===== src/rtl/imem_loader.sv =====
// imem_loader: boot-time byte-stream loader for the CPU instruction memory.
// Assembles big-endian words, holds the CPU in reset while loading, and checks an XOR checksum.
//
// state   | meaning
// S_IDLE  | waiting for start; done/error hold the outcome of the last load
// S_HDR   | receive word count N (N=0 selects full depth)
// S_DATA  | receive payload bytes, lane 0 is the most significant byte
// S_WRITE | single-cycle instruction memory write of the assembled word
// S_CSUM  | receive checksum byte and compare against the accumulator
module imem_loader #(
  parameter int ADDR_W         = 8,
  parameter int TIMEOUT_CYCLES = 1000,
  parameter int TO_W           = 16
) (
  input  logic              clk,
  input  logic              reset,
  input  logic              start,
  input  logic [7:0]        in_data,
  input  logic              in_valid,
  output logic              in_ready,
  output logic              imem_we,
  output logic [ADDR_W-1:0] imem_addr,
  output logic [31:0]       imem_wdata,
  output logic              cpu_reset,
  output logic              busy,
  output logic              done,
  output logic              error
);

  typedef enum logic [2:0] {S_IDLE, S_HDR, S_DATA, S_WRITE, S_CSUM} state_t;

  localparam bit              TO_EN   = (TIMEOUT_CYCLES > 0);
  localparam logic [TO_W-1:0] TO_LAST = TO_W'(TIMEOUT_CYCLES - 1);

  state_t            state, state_nxt;
  logic [ADDR_W-1:0] hdr_n;
  logic [ADDR_W-1:0] last_idx;
  logic [ADDR_W-1:0] index;
  logic [1:0]        lane;
  logic [7:0]        xor_acc;
  logic [23:0]       word_hi;
  logic [TO_W-1:0]   to_cnt;
  logic              rx_state;
  logic              xfer;
  logic              to_hit;

  always_comb begin
    rx_state  = (state == S_HDR) || (state == S_DATA) || (state == S_CSUM);
    in_ready  = rx_state;
    busy      = (state != S_IDLE);
    imem_we   = (state == S_WRITE);
    cpu_reset = reset | busy | error;
    xfer      = in_valid & in_ready;
    // N=0 wraps to all ones, which is the last index of a full-depth load
    last_idx  = hdr_n - ADDR_W'(1);
    to_hit    = TO_EN && rx_state && !in_valid && (to_cnt == TO_LAST);
    state_nxt = state;
    case (state)
      S_IDLE:  if (start) state_nxt = S_HDR;
      S_HDR:   if (xfer) state_nxt = S_DATA;
      S_DATA:  if (xfer && (lane == 2'd3)) state_nxt = S_WRITE;
      S_WRITE: state_nxt = (index == last_idx) ? S_CSUM : S_DATA;
      S_CSUM:  if (xfer) state_nxt = S_IDLE;
      default: state_nxt = S_IDLE;
    endcase
    if (to_hit) state_nxt = S_IDLE;
  end

  always_ff @(posedge clk or posedge reset) begin
    if (reset) begin
      state      <= S_IDLE;
      hdr_n      <= '0;
      index      <= '0;
      lane       <= '0;
      xor_acc    <= '0;
      word_hi    <= '0;
      to_cnt     <= '0;
      imem_addr  <= '0;
      imem_wdata <= '0;
      done       <= 1'b0;
      error      <= 1'b0;
    end else begin
      state <= state_nxt;

      if ((state == S_IDLE) && start) begin
        done    <= 1'b0;
        error   <= 1'b0;
        index   <= '0;
        lane    <= '0;
        xor_acc <= '0;
        to_cnt  <= '0;
      end

      if (rx_state) begin
        if (in_valid) to_cnt <= '0;
        else if (TO_EN) to_cnt <= to_cnt + 1'b1;
      end

      if (to_hit) error <= 1'b1;

      if (xfer) begin
        case (state)
          S_HDR: begin
            hdr_n   <= ADDR_W'(in_data);
            xor_acc <= xor_acc ^ in_data;
          end
          S_DATA: begin
            xor_acc <= xor_acc ^ in_data;
            lane    <= lane + 2'd1;
            case (lane)
              2'd0: word_hi[23:16] <= in_data;
              2'd1: word_hi[15:8]  <= in_data;
              2'd2: word_hi[7:0]   <= in_data;
              default: begin
                // address/data are presented through WRITE and then held
                imem_addr  <= index;
                imem_wdata <= {word_hi, in_data};
              end
            endcase
          end
          S_CSUM: begin
            if (in_data == xor_acc) done <= 1'b1;
            else error <= 1'b1;
          end
          default: ;
        endcase
      end

      if ((state == S_WRITE) && (state_nxt == S_DATA)) index <= index + ADDR_W'(1);
    end
  end

endmodule

===== config.mk =====
export PLATFORM = sky130hd
export DESIGN_NAME = imem_loader
export DESIGN_NICKNAME = d
export VERILOG_FILES = /design/src/rtl/imem_loader.sv
export SDC_FILE = /design/constraint.sdc
export NUM_CORES = 1
export LEC_CHECK = 0
export ABC_AREA = 0
export ABC_CLOCK_PERIOD_IN_PS = 6300
export BUFFER_PORTS_ARGS = -buffer_cell sky130_fd_sc_hd__buf_2
export CAP_MARGIN = 20
export CORE_MARGIN = 4
export CORE_UTILIZATION = 35
export CTS_CLUSTER_DIAMETER = 150
export CTS_CLUSTER_SIZE = 10
export DETAILED_ROUTE_END_ITERATION = 7
export GPL_TIMING_DRIVEN = 0
export SYNTH_ARGS = -nofsm -noshare
export SYNTH_HDL_FRONTEND = slang
export SYNTH_SLANG_ARGS = --single-unit

===== constraint.sdc =====
create_clock -name clk -period 6.3 [get_ports clk]
set_input_delay 1.26 -clock clk [delete_from_list [all_inputs] [get_ports clk]]
set_output_delay 1.26 -clock clk [all_outputs]
set_load 0.02 [all_outputs]

Word level (Yosys, flattened, before mapping)
Index checks and enable logic that the tools add are counted.
Widths: inputs -> output; s select.
{"block": "word_totals", "regBits": 111, "inputBits": 12, "out_inout_bits": 46, "wordCells": 80}
{"block": "op_classes", "addsub": 4, "n_eq_ne": 11, "mux": 27, "bitwise_logic": 5, "reduce_logical": 20}
{"op": "$mux 16", "count": 3}
{"op": "$mux 8", "count": 5}
{"op": "$mux 3", "count": 6}
{"op": "$add 16x1->16 const B", "count": 1}
{"op": "$eq 16x10->1 const B", "count": 1}
{"op": "$eq 8x8->1", "count": 2}
{"op": "$pmux 3 s5", "count": 1}
{"op": "$reduce_and 3->1", "count": 4}
{"op": "$eq 3x2->1 const B", "count": 3}
{"op": "$mux 1", "count": 9}
{"op": "$add 8x1->8 const B", "count": 1}
{"op": "$sub 8x1->8 const B", "count": 1}
{"op": "$xor 8x8->8", "count": 1}
{"op": "$mux 2", "count": 3}
{"op": "$logic_and 1x1->1", "count": 5}
{"op": "$eq 2x2->1 const B", "count": 2}
{"op": "$reduce_bool 2->1", "count": 2}
{"op": "$eq 3x1->1 const B", "count": 1}
{"op": "$eq 3x3->1 const B", "count": 1}
{"op": "$logic_not 3->1", "count": 1}
{"op": "$reduce_bool 3->1", "count": 1}
{"op": "$reduce_or 3->1", "count": 1}
{"op": "$add 2x1->2 const B", "count": 1}
{"op": "$eq 2x1->1 const B", "count": 1}
{"op": "8 further kinds", "count": 10}

Longest topological paths before layout
Gate-level depths: netlist (run 1).
{"block": "depth", "depth_word": 11, "depth_mapped": 10, "mapped_depth_nobuf": 8}

Worst setup path before layout (run 1)
OpenSTA, ideal clock, no wires.
{"block": "synth_timing", "path_kind": "in2out", "startpoint": "input reset", "endpoint": "output cpu_reset", "arrival_time_ns": 1.721, "required_ns": 5.040, "setup_slack_ns": 3.319, "cell_stages": 1, "path_buffers": 0, "path_cell_list": "or3_1"}
{"block": "synth_via", "elab_chain_len": 2}
{"element": "start: declaration", "line_no": "16", "rtl": "input logic reset,"}
{"element": "$or 1x1->1 (2 in series)", "line_no": "52", "rtl": "cpu_reset = reset | busy | error;"}
{"element": "end: declaration", "line_no": "24", "rtl": "output logic cpu_reset,"}
No other way between the ends.

Final worst setup path (run 1)
Same ends and word-level chain as after synthesis.

==> results of run 1 <==
-- synth_stat cells (2+ instances only) --
master    number  area (µm²)
nor3_1         7        35.0
nand2b_1       3        18.8
nand2_1       24        90.1
clkbuf_1      16        60.1
nor2b_1        5        31.3
nor4b_1        2        17.5
a21oi_1        5        25.0
nor2_1        29         109
nor4_1         3        18.8
a31o_1         5        43.8
inv_1         11        41.3
dfrtp_1      111        2780
xnor2_1        9        78.8
or3_1          7        43.8
buf_6          2        22.5
and3_1         5        31.3
a31oi_1        5        31.3
o211ai_1       4        30.0
a22o_1         2        17.5
buf_2          3        15.0
ha_1           8         100
nand3_1       11        55.1
and2_1         2        12.5
buf_1          2        7.51
mux2_2        71         800
o21ai_0       47         235
xor2_1        17         149
a211oi_1       3        22.5
nand4_1        4        25.0
-- report_power, final --
part | switching [mW] | internal, mW
clock | 0.277 | 0.278
sequential | 0.158 | 0.934
combinational | 0.467 | 0.376
total | 0.902 | 1.59
-- layout make-up --
class	count	area, µm²
Buffer	24	110
Clock buffer	9	225
Clock inverter	7	62.6
Fill cell	1321	8200
Inverter	11	43.8
Multi-Input combinational cell	294	2180
Sequential cell	111	2780
Tap cell	180	225
Timing Repair Buffer	50	273
-- per-stage QoR --
stage / hold WS [ns] / instance area [µm²]
floorplan: 0.448 / 5110
global placement: 0.464 / 5580
detailed placement: 0.487 / 5610
CTS: 0.504 / 5900
global route: 0.515 / 5900
finish: 0.500 / 5900
-- cell families after synthesis --
kind of cell | after synthesis | synth area share, %
AO/OA/AOI/OAI | 78 | 9.13
flip-flops | 111 | 54.3
multiplexers | 72 | 15.8
adder cells (fa/ha/maj) | 8 | 1.96
XOR/XNOR | 26 | 4.46
buffers and inverters | 35 | 2.96
AND/OR/NAND/NOR | 110 | 11.3
-- per-layer routing --
layer	up-vias	share of wire, %	wire length (µm)
met5	-	0	0
met2	87	48	5270
met3	19	6.4	703
met4	0	2.0	222
li1	1678	-	-
met1	1766	44	4850
-- path summary, 6_finish.rpt --
path / startpoint / endpoint / cells after the start
setup / recovery: reset / cpu_reset / 3
hold / removal: done$_DFF_PP0_ / done$_DFF_PP0_ / 1
setup reg to reg: hdr_n[0]$_DFFE_PP0P_ / index[2]$_DFFE_PP0P_ / 10
hold reg to reg: done$_DFF_PP0_ / done$_DFF_PP0_ / 1
max in group asynchronous: reset / imem_wdata[25]$_DFFE_PP0P_ / 3
min in group asynchronous: reset / to_cnt[0]$_DFFE_PP0P_ / 2
-- registers in the layout, indices dropped and copies added, names as in the netlist --
signal and cells:
imem_wdata 32, imem_addr 8, xor_acc 8, error 1, state 3, hdr_n 8
done 1, index 8, to_cnt 16, word_hi 24, lane 2
==> impl_results.md, run 1 <==
- Met1 Resource Use GR: 18.8%
- Final setup TNS: 0 ns
- Final WS setup: 3.15 ns
- Via count: between 3000 and 4000
- Gr ovfl total: 0
- Number of synthesized flops with an enable pin: 0
- Netlist Area Pre-Place: slightly above 5000 µm²
- Met3 global-route usage: under 10%
- TritonCTS buffer count: 9
- Status: complete, no violations
- Worst Path Max Fanout: 2
- Clock root buffer: clkbuf_16
- Worst-Skew Late Latency: 0.36 ns
- Clock Sink Count: 111
- Number of cells upsized or downsized after cts: 0
- Commonest non-fill, non-tap cells in the layout: dfrtp_1 (111), mux2_2 (71), buf_2 (52)
- Max H-tree Level: 3
- Wire per inst: between 15 and 20 µm
- CP Data Arrival Time: approximately 1.9 ns
- Row count: 43
- Max Root-Sink Buffers: 2
- Busiest layer in global routing: met2
- First-pass GRT wire length: 18700 µm
- Ys Warns: 0
- Kind of end point of the critical path: primary output
- Cts-stage hold buffer count: 0
- Clock slew at reported path FFs: approximately 0.07 ns
- Buffer count from post-CTS setup fixing: 0
- Gp weighted congestion: between 0.8 and 0.9
- Final critical-path required period: 3.15 ns
- Post-route insts no fill: 686
- Share of cells above drive strength 1: 29.6%
- Clk_skew: 0.00656 ns
- Most common cell after layout, fill and taps aside: dfrtp_1
- Max Fclk: 317 MHz
- Crit path max-delay family: simple AND/OR/NAND/NOR gates
- Setup Viol. Count Final: 0
- Synth unique cells: 46
- Routed wire length: 11000 µm
- Final Hold Fails: 0
- Antenna violations before repair: 0
- Met2 Use GR: 22.3%
- Vias per inst: between 5 and 6
- Ys async rst share: 100%
- Syn Inst Count: 440
- Maxcap violations: 0
- Initial Util: 36.3%
- Drt pass-1 iters: 4
- Utilization after layout: a little over two fifths
- DRT iter0 DRCs: 269
- DR DRC count: 0
- CTS tree: done
- VDD IR max: 197 µV
- Avg Cell Area, Syn: around 12 µm²
- Dpl cells: between 600 and 700
- R2R Setup Slk: 4.04 ns
- Most numerous cell on the critical path: buf_2
- Syn_nets: between 400 and 500
- Post-route clock period utilization: 50.1%
- Antenna Cells: 0
- Largest net degree at the start of global routing: 60
- Worst Setup Path Type: primary input to primary output
- Max-slew headroom: 49.9%
- Tightest Pin Transition: 0.752 ns
- Area grow syn2layout: 15.4%
- Critical path startpoint category: primary input
- Worst path buffer plus inverter count: 2
- Die height: 129 µm
- All-Layer GR Usage: 14.3%
- Sequential area share after synthesis: 54.3%
- ANT nets after route: 0
- Number of global-route vias before repair: 3591
- Max incr delay on CP: roughly 0.36 ns
- Static Leak: 2.78 nW
- CP required: roughly 5 ns
- I/O pin count: 58
- Overall power: 2.49 mW
- Hold Crit Class: register to register
- Number of synthesized register bits: 111
- Critical path's slowest cell: or3_1
- Synth Flop Type: dfrtp_1
- Setup repair after global routing missed its margin: false
- DIE AREA: 16600 µm²
- Fin nets: about 520
- Horiz. Die Dim: 129 µm
- Pre-CTS WS: ~3.1 ns
- Dpl hpwl: 7800 µm
- PwrDens: about 420 nW/µm²
- Core box area: 14100 µm²
- Slew Limit Fails: 0
- I/O Buffers: 49
- CP Cell Sequence: buf_2 > or3_1 > buf_2
Note: power is estimated with default switching activity, not from simulation.
==> inputs of run 2 (changes only) <==
--- a/config.mk
+++ b/config.mk
@@ -6,7 +6,7 @@
 export NUM_CORES = 1
 export LEC_CHECK = 0
 export ABC_AREA = 0
-export ABC_CLOCK_PERIOD_IN_PS = 6300
+export ABC_CLOCK_PERIOD_IN_PS = 3150
 export BUFFER_PORTS_ARGS = -buffer_cell sky130_fd_sc_hd__buf_2
 export CAP_MARGIN = 20
 export CORE_MARGIN = 4
==> constraint.sdc (replaced) <==
create_clock -name clk -period 3.15 [get_ports clk]
set_input_delay 0.63 -clock clk [delete_from_list [all_inputs] [get_ports clk]]
set_output_delay 0.63 -clock clk [all_outputs]
set_load 0.02 [all_outputs]
==> run 2 against run 1 <==
  * Clock power up 110%
  * Combinational power is 99% higher
  * Clock-buffer cell count is 1 higher
  * Global-route usage barely moved
  * Clock skew is 0.0026 ns higher
  * Core utilization rose by 0.16 points
  * Hold slack lost 0.076 ns
  * First-iteration DRC count is 8.9% lower
  * Largest cell class unchanged
==> impl_results.md, run 2 (synthesis results as in run 1) <==
- Reg area: 2780 µm² (unchanged)
- Fin nets: 522 (+0.19%)
- Multi-input gate area: 2180 µm² (unchanged)
- Setup repair after global routing missed its margin: false
- Worst Setup Path Type: register to primary output
- Max H-tree Level: 3 (unchanged)
- Fillers: 1329 (+0.61%)
- Post-route clock period utilization: between 70% and 80%
- ANT nets after route: 0 (unchanged)
- Number of cells upsized or downsized after cts: 0 (unchanged)
- Antenna Cells: 0 (unchanged)
- PwrDens: 845 nW/µm² (+100%)
- Maxcap violations: 0 (unchanged)
- Largest register FFs: 32 (unchanged)
- Dpl hpwl: 7850 µm (+0.56%)
- All-Layer GR Usage: 14.2% (-0.042 points)
- Met3 global-route usage: 4.11% (-0.29 points)
- Clock slew at reported path FFs: 0.07 ns (about the same)
- Antenna violations before repair: 0 (unchanged)
- Dpl cells: 671 (+0.15%)
- Worst Setup SP: state[0]$_DFF_PP0_
- Wire per inst: 16.3 µm (+1.3%)
- I/O pin count: 58 (unchanged)
- DR DRC count: 0 (unchanged)
- DRT iter0 DRCs: 245 (-8.9%)
- Horiz. Die Dim: 129 µm (unchanged)
- Row count: 43 (unchanged)
- Clock Sink Count: 111 (unchanged)
- Buffer count from post-CTS setup fixing: 0 (unchanged)
- CTS tree: done
- Max Fclk: 405 MHz
- CP Data Arrival Time: 1.84 ns (-0.05 ns)
- Routed wire length: 11200 µm (+1.3%)
- Largest net degree at the start of global routing: 44 (-27%)
- Met1 Resource Use GR: 17.9% (-0.83 points)
- Top Registers: imem_wdata (32), word_hi (24), to_cnt (16)
- Core box area: 14100 µm² (unchanged)
- Critical path startpoint category: register
- Final Hold Fails: 0 (unchanged)
- Tightest Pin Transition: 0.804 ns (+0.0522 ns)
- Slew Limit Fails: 0 (unchanged)
- First-pass GRT wire length: 18600 µm (-0.70%)
- I/O Buffers: 49 (unchanged)
- Final setup TNS: 0 ns (unchanged)
- Number of global-route vias before repair: 3718 (+3.5%)
- TritonCTS buffer count: 9 (unchanged)
- Clock root buffer: clkbuf_16
- DIE AREA: 16600 µm² (unchanged)
- Worst-Skew Late Latency: 0.35 ns (about the same)
- Commonest non-fill, non-tap cells in the layout: dfrtp_1 (111), mux2_2 (71), buf_2 (52)
- Biggest register: imem_wdata
- Area grow syn2layout: 15.9%
- Hold Crit Class: primary input to asynchronous set/reset pin
- Post-route insts no fill: 686 (unchanged)
- Final critical-path required period: between 2 and 2.5 ns
- Worst Path Max Fanout: 9 (+7)
- Reg2reg start: state[0]$_DFF_PP0_
- Gr ovfl total: 0 (unchanged)
- Most common cell after layout, fill and taps aside: dfrtp_1
- Gp weighted congestion: 0.842 (+1.6%)
- Met2 Use GR: 22.8% (+0.52 points)
- Setup Viol. Count Final: 0 (unchanged)
- Static Leak: 2.78 nW (about the same)
- Kind of end point of the critical path: primary output
- Clk_skew: 0.00916 ns (+0.00260 ns)
- Busiest layer in global routing: met2
- VDD IR max: 330 µV (+67%)
- Drt pass-1 iters: 4 (unchanged)
- Initial Util: 36.3% (unchanged)
- Status: complete, no violations
- Die height: 129 µm (unchanged)
- Max-slew headroom: 46.3% (-3.6 points)
- Cts-stage hold buffer count: 0 (unchanged)
- Max Root-Sink Buffers: 2 (unchanged)
- Via count: 3577 (+0.76%)
- CP required: 2.52 ns (-2.52 ns)
- Share of cells above drive strength 1: 29.4% (-0.20 points)
- Vias per inst: 5.21 (+0.76%)
## run 2: cell count changes in the layout (fill, tap and decap cells not counted)
cell	delta
clkinv_2	-1
inv_4	-1
buf_12	+2
clkbuf_1	+1
bufinv_16	+1
inv_6	-2
clkinvlp_4	+1
buf_16	-1
clkinv_4	+1
inv_8	-1
## run 2: through the flow
| step | instance area (µm²) | util [%] | worst slack [ns] | hold slack, ns | power, mW |
|---|---|---|---|---|---|
| CTS | 5920 | 42.0 | 0.677 | 0.448 | 5.07 |
| global route | 5920 | 42.0 | 0.549 | 0.495 | 5.34 |
| floorplan | 5110 | - | 1.12 | 0.448 | 3.40 |
| finish | 5920 | 42.0 | 0.683 | 0.425 | 5.01 |
| detailed placement | 5630 | 39.9 | 0.618 | 0.482 | 3.91 |
| global placement | 5590 | 39.6 | 0.449 | 0.463 | 3.82 |
## run 2: layer usage
metal  wire, µm  vias to the layer above
met1       4930                     1786
met4        225                        0
met2       5330                       97
li1           -                     1677
met3        694                       17
met5          0                        -
## run 2: report_power, final
part	switching, mW	internal [mW]
registers	0.314	1.87
logic	0.926	0.751
clock network	0.524	0.623
total	1.76	3.24
## run 2: path summary, 6_finish.rpt
kind / cells after the start / slack [ns] / to
worst max-delay path: 5 / 0.68 / cpu_reset
worst min-delay path: 2 / 0.42 / to_cnt[4]$_DFFE_PP0P_
worst max register to register: 9 / 0.87 / xor_acc[4]$_DFF_PP0_
worst min register to register: 1 / 0.49 / done$_DFF_PP0_
max in group asynchronous: 3 / 2.06 / word_hi[7]$_DFFE_PP0P_
min in group clk: 1 / 0.49 / done$_DFF_PP0_
## run 2: critical path, stage by stage, from the launching register on
cell	delay, ns
dfrtp_1	0.36
buf_2	0.17
nor3_1	0.32
inv_1	0.15
or3_1	0.33
buf_2	0.17
## run 2: area by class of cell
class	instances	share of cell area [%]
Sequential cell	111	46.9
Multi-Input combinational cell	294	36.8
Timing Repair Buffer	51	4.82
Clock buffer	10	3.87
Tap cell	180	3.80
Buffer	24	1.86
Clock inverter	5	1.14
Inverter	11	0.761
